$ cat config.mk
export PLATFORM = sky130hd
export DESIGN_NAME = branch_resolver
export DESIGN_NICKNAME = d
export VERILOG_FILES = /design/src/rtl/branch_resolver.sv
export SDC_FILE = /design/constraint.sdc
export NUM_CORES = 1
export LEC_CHECK = 0
export BUFFER_PORTS_ARGS = -buffer_cell sky130_fd_sc_hd__buf_2
export CORE_MARGIN = 1
export CORE_UTILIZATION = 50
export DETAILED_ROUTE_END_ITERATION = 8
export GPL_TIMING_DRIVEN = 0
export PLACE_DENSITY = 0.73
export REMOVE_ABC_BUFFERS = 1
export SLEW_MARGIN = 20
export SYNTH_ARGS = -nofsm -noshare
export SYNTH_HDL_FRONTEND = slang
export SYNTH_SLANG_ARGS = --single-unit
export TNS_END_PERCENT = 1
$ cat constraint.sdc
create_clock -name clk_in -period 4.1 [get_ports clk_in]
set_input_delay 0.82 -clock clk_in [delete_from_list [all_inputs] [get_ports clk_in]]
set_output_delay 0.82 -clock clk_in [all_outputs]
set_load 0.005 [all_outputs]
$ cat src/rtl/branch_resolver.sv
// branch_resolver: evaluates issued conditional branches, queues the outcomes
// in program order and broadcasts them one per CDB grant as
// {cdb_addr = branch PC, cdb_val[0] = taken}.
// Optional feature macro BR_TARGET_EN: adds issue_imm / cdb_target and stores
// the branch target (pc + imm) alongside each queued outcome.
module branch_resolver #(
  parameter int QUEUE_DEPTH = 4,
  parameter int QUEUE_W     = 2
) (
  input  logic        clk_in,
  input  logic        rst_n_in,
  input  logic        rdy_in,
  input  logic        flush_in,
  input  logic        issue_valid,
  output logic        issue_ready,
  input  logic [31:0] issue_pc,
  input  logic [31:0] issue_rs1,
  input  logic [31:0] issue_rs2,
  input  logic [2:0]  issue_funct3,
`ifdef BR_TARGET_EN
  input  logic [31:0] issue_imm,
  output logic [31:0] cdb_target,
`endif
  output logic        cdb_req,
  input  logic        cdb_grant,
  output logic        cdb_active,
  output logic [31:0] cdb_addr,
  output logic [31:0] cdb_val
);

  localparam logic [QUEUE_W:0]   FULL_COUNT = (QUEUE_W + 1)'(QUEUE_DEPTH);
  localparam logic [QUEUE_W-1:0] PTR_ONE    = QUEUE_W'(1);
  localparam logic [QUEUE_W:0]   CNT_ONE    = (QUEUE_W + 1)'(1);

  typedef enum logic [0:0] {
    IDLE    = 1'b0,
    PENDING = 1'b1
  } state_t;

  state_t state, state_next;

  logic [QUEUE_W-1:0] front, rear;
  logic [QUEUE_W:0]   count, count_next;
  logic [QUEUE_W-1:0] front_next, rear_next;

  logic [31:0] pc_q    [QUEUE_DEPTH];
  logic        taken_q [QUEUE_DEPTH];
`ifdef BR_TARGET_EN
  logic [31:0] target_q [QUEUE_DEPTH];
  logic [31:0] target_reg;
`endif

  logic        active_reg;
  logic [31:0] addr_reg;
  logic        taken_reg;

  logic push_go;
  logic pop_go;
  logic flush_go;
  logic issue_taken;

  // Branch comparison for the RV32 conditional branch encodings
  function automatic logic eval_taken(input logic [2:0]  f3,
                                      input logic [31:0] a,
                                      input logic [31:0] b);
    logic r;
    r = 1'b0;
    case (f3)
      3'b000:  r = (a == b);
      3'b001:  r = (a != b);
      3'b100:  r = ($signed(a) <  $signed(b));
      3'b101:  r = ($signed(a) >= $signed(b));
      3'b110:  r = (a <  b);
      3'b111:  r = (a >= b);
      default: r = 1'b0;
    endcase
    return r;
  endfunction

  // Handshake decode: flush (with ready) overrides both push and pop
  always_comb begin
    issue_ready = (count != FULL_COUNT);
    cdb_req     = (state == PENDING) && !flush_in;
    flush_go    = rdy_in && flush_in;
    push_go     = issue_valid && issue_ready && rdy_in && !flush_in;
    pop_go      = cdb_req && cdb_grant && rdy_in;
    issue_taken = eval_taken(issue_funct3, issue_rs1, issue_rs2);
  end

  // Next pointer/count/state; state mirrors count != 0
  always_comb begin
    front_next = front;
    rear_next  = rear;
    count_next = count;
    state_next = state;
    if (flush_go) begin
      front_next = '0;
      rear_next  = '0;
      count_next = '0;
      state_next = IDLE;
    end else if (rdy_in) begin
      if (push_go) begin
        rear_next = rear + PTR_ONE;
      end
      if (pop_go) begin
        front_next = front + PTR_ONE;
      end
      case ({push_go, pop_go})
        2'b10:   count_next = count + CNT_ONE;
        2'b01:   count_next = count - CNT_ONE;
        default: count_next = count;
      endcase
      state_next = (count_next != '0) ? PENDING : IDLE;
    end
  end

  // Control state: pointers, occupancy and FSM state
  always_ff @(posedge clk_in or negedge rst_n_in) begin
    if (!rst_n_in) begin
      front <= '0;
      rear  <= '0;
      count <= '0;
      state <= IDLE;
    end else begin
      front <= front_next;
      rear  <= rear_next;
      count <= count_next;
      state <= state_next;
    end
  end

  // Queue storage: written at rear on an accepted issue
  always_ff @(posedge clk_in or negedge rst_n_in) begin
    if (!rst_n_in) begin
      for (int unsigned i = 0; i < QUEUE_DEPTH; i++) begin
        pc_q[i]    <= '0;
        taken_q[i] <= 1'b0;
`ifdef BR_TARGET_EN
        target_q[i] <= '0;
`endif
      end
    end else if (push_go) begin
      pc_q[rear]    <= issue_pc;
      taken_q[rear] <= issue_taken;
`ifdef BR_TARGET_EN
      target_q[rear] <= issue_pc + issue_imm;
`endif
    end
  end

  // Broadcast register: one cycle of cdb_active per successful pop
  always_ff @(posedge clk_in or negedge rst_n_in) begin
    if (!rst_n_in) begin
      active_reg <= 1'b0;
      addr_reg   <= '0;
      taken_reg  <= 1'b0;
`ifdef BR_TARGET_EN
      target_reg <= '0;
`endif
    end else if (rdy_in) begin
      if (pop_go) begin
        active_reg <= 1'b1;
        addr_reg   <= pc_q[front];
        taken_reg  <= taken_q[front];
`ifdef BR_TARGET_EN
        target_reg <= target_q[front];
`endif
      end else begin
        active_reg <= 1'b0;
`ifdef BR_TARGET_EN
        target_reg <= '0;
`endif
      end
    end
  end

  // Registered broadcast outputs; addr/val keep the last broadcast value
  always_comb begin
    cdb_active = active_reg;
    cdb_addr   = addr_reg;
    cdb_val    = {31'b0, taken_reg};
`ifdef BR_TARGET_EN
    cdb_target = target_reg;
`endif
  end

endmodule
; ---- Yosys cells after proc, flatten, opt, wreduce, memory -nomap -nowiden
; Cells that the tools add are included.
[totals]
in_bits = 105
word_cells = 83
out_inout_bits = 67
ff_bits = 174
[op_classes]
reduce_logical = 17
n_mux = 28
n_eq_ne = 10
add_sub_neg = 4
bitwise_logic = 2
order_cmp = 7
[op_table]
columns = op, count
row1 = bitwise mux 128 bit, 1
row2 = 2-to-1 mux 32 bit, 3
row3 = binary-select mux 32 bit (select 2 bit), 1
row4 = demux 32 bit (select 2 bit), 1
row5 = greater-or-equal comparator 32 bit, 2
row6 = less-than comparator 32 bit, 2
row7 = == test 32 bit, 1
row8 = != test 32 bit, 1
row9 = == test 3 bit (second input constant), 4
row10 = 2-to-1 mux 2 bit, 6
row11 = 2-to-1 mux 3 bit, 4
row12 = logical AND 1 bit, 8
row13 = 2-to-1 mux 1 bit, 7
row14 = greater-or-equal comparator 3 bit (second input constant), 2
row15 = NOT 2 -> 3 bit, 2
row16 = one-hot mux 1 bit (6 select lines), 1
row17 = one-hot mux 3 bit (2 select lines), 1
row18 = AND reduction 2 bit, 3
row19 = nonzero test 2 bit, 3
row20 = adder 2 x 1 -> 2 bit (second input constant), 2
row21 = bitwise mux 4 bit, 1
row22 = adder 3 x 1 -> 3 bit (second input constant), 1
row23 = == test 3 x 1 -> 1 bit (second input constant), 1
row24 = zero test 3 bit, 1
row25 = other kinds (9), 9

; ---- Depth between registers and ports, before layout
[depth]
ltp_word = 12
ltp_mapped = 13
depth_no_buf = 12

; ---- Worst setup path before layout
; Ideal clock, no wire load.
[synth_path]
path_type = input to register
startpoint = input rdy_in
endpoint = register state
n_path_buf = 2
setup_ns = 0.139
setup_slack_ns = 0.909
t_arrival_ns = 3.051
cell_stages = 11
t_required_ns = 3.961
path_cell_list = clkbuf_1 > nand2b_1 > nor2_2 > buf_2 > ha_1 > inv_1 > fa_1 > xor2_1 > xnor2_1 > o311ai_0 > o21ai_0
[synth_via]
elab_cells_between_ends = 14
classes_between = eq/ne (2) / mux (6) / reduce/logical (6)
[synth_lines]
columns = item, line
row1 = from (decl), 12  ; input logic rdy_in,
row2 = logical AND 1 bit (*), 86  ; pop_go = cdb_req && cdb_grant && rdy_in;
row3 = net pop_go, 58  ; logic pop_go;
row4 = == test 2 x 1 -> 1 bit or == test 2 bit (tied branches), 108  ; case ({push_go, pop_go})
row5 = one-hot mux 3 bit (2 select lines) (*), 108
row6 = 2-to-1 mux 3 bit (*), 101  ; end else if (rdy_in) begin
row7 = 2-to-1 mux 3 bit (*), 96  ; if (flush_go) begin
row8 = nonzero test 3 bit (*), 113  ; state_next = (count_next != '0) ? PENDING : IDLE;
row9 = 2-to-1 mux 1 bit (*), 113
row10 = 2-to-1 mux 1 bit (*), 101
row11 = 2-to-1 mux 1 bit (*), 96
row12 = to (signal assigned), 128  ; state <= state_next;
row13 = to (decl), 40  ; state_t state, state_next;
; Mark *: on every way through the listed nets, which the timed path passes. The rest lies on a longest branch. The select of a mux whose other input is x is not followed.
; A chain may end at the register's enable or synchronous reset.

; ---- Worst setup path in the final report
[layout_path]
startpoint = input rdy_in
endpoint = register state
[layout_via]
elab_chain_cells = 10
elab_cells_between_ends = 14
classes_between = eq/ne (2) / mux (6) / reduce/logical (6)
[layout_lines]
columns = item, line
row1 = logical AND 1 bit (2 in series), 85  ; push_go = issue_valid && issue_ready && rdy_in && !flush_in;
row2 = == test 2 x 1 -> 1 bit or == test 2 bit (tied branches), 108
row3 = one-hot mux 3 bit (2 select lines), 108
row4 = 2-to-1 mux 3 bit, 101
row5 = 2-to-1 mux 3 bit, 96
row6 = nonzero test 3 bit, 113
row7 = 2-to-1 mux 1 bit, 113
row8 = 2-to-1 mux 1 bit, 101
row9 = 2-to-1 mux 1 bit, 96
; Parallel ways exist; a longest one is shown, timed or not. The select of a mux whose other input is x is not followed.

==> run_summary.xml <==
<?xml version="1.0" encoding="UTF-8"?>
<metrics>
  <group name="route">
    <metric name="drc_markers" unit="">0</metric>
    <metric name="routed-via-count" unit="">6616</metric>
    <metric name="initialDrtViolationCount" unit="">477</metric>
    <metric name="route.antenna.remaining_nets" unit="">0</metric>
    <metric name="route.final.wire_length" unit="um">20400</metric>
    <metric name="routed_wire_length_per_instance" unit="um">16.3</metric>
    <metric name="viasPerCell" unit="">5.28</metric>
    <metric name="detailedRoute.firstPassIterationCount" unit="">5</metric>
  </group>
  <group name="worst_setup_path">
    <metric name="worst-setup-path-type" unit="">input port to flop</metric>
    <metric name="worstPathMaxFanout" unit="">11</metric>
    <metric name="crit_path_frequent_cell" unit="">inv_1</metric>
    <metric name="critical_path_required" unit="ns">4.40</metric>
    <metric name="delay_of_the_slowest_cell_on_the_worst_path" unit="ns">0.57</metric>
    <metric name="worstSetupStartpointType" unit="">input port</metric>
    <metric name="timing.critical_path.max_delay_family" unit="">simple AND/OR/NAND/NOR gates</metric>
    <metric name="count_of_buffering_cells_on_the_critical_path_with_inverters_included" unit="">3</metric>
    <metric name="r2r-start" unit="">count[0]</metric>
    <metric name="worst-endpoint-arrival" unit="ns">3.34</metric>
    <metric name="critPathCaptureType" unit="">flop</metric>
    <metric name="ordered_list_of_cells_on_the_worst_path" unit="">buf_2, and3_1, nor2b_1, inv_1, ha_1, inv_1, fa_1, xor2_1, xnor2_1, o311ai_0, o21ai_0</metric>
    <metric name="critPathSlowestCell" unit="">nor2b_1</metric>
    <metric name="critical_path.startpoint" unit="">rdy_in</metric>
  </group>
  <group name="sta">
    <metric name="finalHoldWorstSlack" unit="ns">0.415</metric>
    <metric name="period_share" unit="%">74.3</metric>
    <metric name="total_neg_setup_slack" unit="ns">0</metric>
    <metric name="hold_viol_final" unit="">0</metric>
    <metric name="grt_setup_unrepaired" unit="">false</metric>
    <metric name="timing.fmax" unit="GHz">0.328</metric>
    <metric name="slew_violations" unit="">0</metric>
    <metric name="final_setup_viols" unit="">0</metric>
    <metric name="finalCriticalPeriod" unit="ns">3.05</metric>
    <metric name="relSlewSlack" unit="%">53.7</metric>
    <metric name="worstMarginPinSlew" unit="ns">0.695</metric>
    <metric name="clock_skew" unit="ns">0.00943</metric>
  </group>
  <group name="synth">
    <metric name="postSynth.asyncResetShare" unit="%">100</metric>
    <metric name="synth-seq-area-share" unit="%">50.4</metric>
    <metric name="synth-xor-area-share" unit="%">0.506</metric>
    <metric name="yosys_register_bits" unit="">174</metric>
    <metric name="postSynth.topFlopCell" unit="">dfrtp_1</metric>
    <metric name="dominant_combinational_cell_family_by_area_after_synthesis" unit="">simple AND/OR/NAND/NOR gates</metric>
    <metric name="synth.distinct_cells" unit="">46</metric>
    <metric name="area_of_the_mapped_netlist" unit="um2">8650</metric>
    <metric name="synthesis.instances" unit="">893</metric>
    <metric name="avgSynthCellArea" unit="um2">9.68</metric>
    <metric name="synth-edff-count" unit="">0</metric>
    <metric name="synth_simple_gate_area_share" unit="%">20.2</metric>
    <metric name="synth-compound-area-share" unit="%">3.52</metric>
    <metric name="synth_mux_area_share" unit="%">13.0</metric>
    <metric name="yosys.area_share.adder" unit="%">5.59</metric>
    <metric name="synth_warnings" unit="">0</metric>
  </group>
  <group name="power_and_ir_drop">
    <metric name="pwr_density_cell" unit="nW/um2">496</metric>
    <metric name="fin_total_pwr" unit="W">0.00507</metric>
    <metric name="power.static_leakage" unit="nW">5.50</metric>
    <metric name="power.switching_fraction" unit="%">27.8</metric>
    <metric name="cellInternalPower" unit="W">0.00366</metric>
    <metric name="ir_drop" unit="mV">0.330</metric>
    <metric name="fraction_of_power_consumed_by_sequential_logic" unit="%">48.2</metric>
    <metric name="clock_power_share" unit="%">32.4</metric>
    <metric name="p_sw" unit="W">0.00141</metric>
    <metric name="comb_power_share" unit="%">19.4</metric>
  </group>
  <group name="global_route">
    <metric name="grt.overflow.total" unit="">0</metric>
    <metric name="grtUsageTotal" unit="%">24.5</metric>
    <metric name="wire_length_of_the_first_global_routing_pass" unit="um">33300</metric>
    <metric name="grt_antenna_before_repair" unit="">3</metric>
    <metric name="first_global_vias" unit="">6615</metric>
    <metric name="pin_count_of_the_biggest_net_entering_global_routing" unit="">94</metric>
  </group>
  <group name="clocking">
    <metric name="ctsHtreeMaxLevel" unit="">4</metric>
    <metric name="cts-root-buf" unit="">clkbuf_16</metric>
    <metric name="postCtsSetupBuffers" unit="">0</metric>
    <metric name="cts_tree" unit="">done</metric>
    <metric name="cts.reportedPaths.clkPinSlew" unit="ns">0.07</metric>
    <metric name="numClockSinks" unit="">174</metric>
    <metric name="cts_hold_buffers" unit="">0</metric>
    <metric name="cts-resized-gates" unit="">0</metric>
    <metric name="insertion_delay" unit="ns">0.43</metric>
    <metric name="cts_inserted_buffers" unit="">17</metric>
    <metric name="cts_max_path_buffers" unit="">2</metric>
  </group>
  <group name="cells_and_area">
    <metric name="drive_above_1_share" unit="%">25.9</metric>
    <metric name="max_ffs_per_register" unit="">128</metric>
    <metric name="area_overhead_vs_synth" unit="%">18.2</metric>
    <metric name="num-nets-final" unit="">1163</metric>
    <metric name="registers.top_by_ff_count" unit="">pc_q</metric>
  </group>
  <group name="run">
    <metric name="max_capacitance_violation_count" unit="">0</metric>
  </group>
  <group name="die">
    <metric name="num_rows" unit="">47</metric>
    <metric name="start_util" unit="%">51.6</metric>
    <metric name="die_height" unit="um">134</metric>
    <metric name="die_width" unit="um">134</metric>
    <metric name="io_pins" unit="">172</metric>
    <metric name="core-area" unit="um2">16800</metric>
    <metric name="floorplan.die_area" unit="um2">17800</metric>
  </group>
  <group name="worst_hold_path">
    <metric name="holdCritPathClass" unit="">input port to asynchronous set/reset pin</metric>
  </group>
  <group name="status">
    <metric name="outcome" unit="">finished clean</metric>
  </group>
  <group name="place">
    <metric name="detailed_place_hpwl" unit="um">13100</metric>
    <metric name="numPortBuffers" unit="">140</metric>
    <metric name="gp_congestion" unit="">0.743</metric>
  </group>
</metrics>
[synthesized netlist by cell type (all sizes together) (4+ instances only)]
cell type | count | share of area, %
dfrtp | 174 | 50
mux2 | 33 | 4.3
nor2 | 9 | 0.42
nand4 | 6 | 0.43
nand2 | 410 | 18
ha | 37 | 5.4
o21ai | 7 | 0.41
buf | 54 | 4.0
and2 | 4 | 0.29
clkbuf | 20 | 0.87
o31ai | 7 | 0.61
inv | 43 | 1.9
a21oi | 19 | 1.1
nand3 | 4 | 0.23
mux4 | 33 | 8.6
[per-layer routing]
layer	global-route usage (%)	vias up	part of all wire, %
met4	10.1	4	2.1
met1	29.4	3208	40
met5	0	-	0.13
met2	42.9	286	51
met3	4.91	43	6.6
li1	-	3075	-
[power by group through the flow]
stage	combinational [W]	clock [W]	sequential (W)
3_3_place_gp	0.000903	0	0.00244
3_5_place_dp	0.000981	0	0.00245
4_1_cts	0.000997	0.00166	0.00244
2_1_floorplan	0.000617	0	0.00240
5_1_grt	0.00112	0.00172	0.00249
6_report	0.000983	0.00164	0.00244
[final cells by class]
cell class	count	area [um2]
multi-input combinational	632	3840
clock buffer	18	429
tap	220	275
timing repair buffer	152	988
sequential	174	4360
antenna	1	2.50
fill	1358	6540
inverter	43	161
clock inverter	14	166
[per-stage QoR]
stage / instances / setup slack (ns) / utilization, % / cell area (um2)
2_1_floorplan: 849 / 0.549 / - / 8340
3_3_place_gp: 1209 / -0.560 / 55.6 / 9310
3_5_place_dp: 1221 / 0.752 / 57.4 / 9630
4_1_cts: 1253 / 1.08 / 61.0 / 10200
5_1_grt: 1254 / 0.839 / 61.0 / 10200
6_report: 1254 / 1.05 / 61.0 / 10200
[worst register-to-register path, stage by stage, from the launching register on]
cell and delay (ns):
dfrtp_1 0.41, nor2_1 0.09, nand2_1 0.09, and3_1 0.23
nor2b_1 0.57, inv_1 0.14, ha_1 0.24, inv_1 0.09
fa_1 0.18, xor2_1 0.27, xnor2_1 0.13, o311ai_0 0.30
o21ai_0 0.15
[path summary, 6_finish.rpt]
path                       cells after the start  endpoint  slack (ns)
min in group clk_in                            2  pc_q[59]        0.47
setup reg to reg                              12     state        1.08
max in group asynchronous                      2  front[0]        2.82
hold reg to reg                                2  pc_q[59]        0.47
setup / recovery                              11     state        1.05
hold / removal                                 1  pc_q[33]        0.41
[logic make-up (layout without fill, tap and decap cells)]
kind of cell	after synthesis	after routing
AO/OA/AOI/OAI	46	46
XOR/XNOR	5	5
adder cells (fa/ha/maj)	38	38
buffers and inverters	117	227
flip-flops	174	174
multiplexers	67	67
other	1	32
AND/OR/NAND/NOR	445	445
[cell usage in the layout, fill, tap and decap left out, types with 2 or more instances in the layout]
cell        count
bufinv_16       3
ha_1           37
nand2_1       406
mux4_2         33
clkbuf_16      17
xnor2_1         3
conb_1         31
clkinvlp_4      4
and2_2          4
a21oi_1        18
o21ai_0         6
nor2_1          8
buf_16          5
inv_6           2
o31ai_1         7
nand3_1         4
nor3_1          2
mux2_2         33
nand4_1         6
dfrtp_1       172
o211ai_2        2
xor2_1          2
buf_12          7
nand2_2         4
clkinv_2        4
nand2b_1        2
inv_1          43
buf_2         139
and3_1          2
Note: power is estimated with default switching activity, not from simulation.
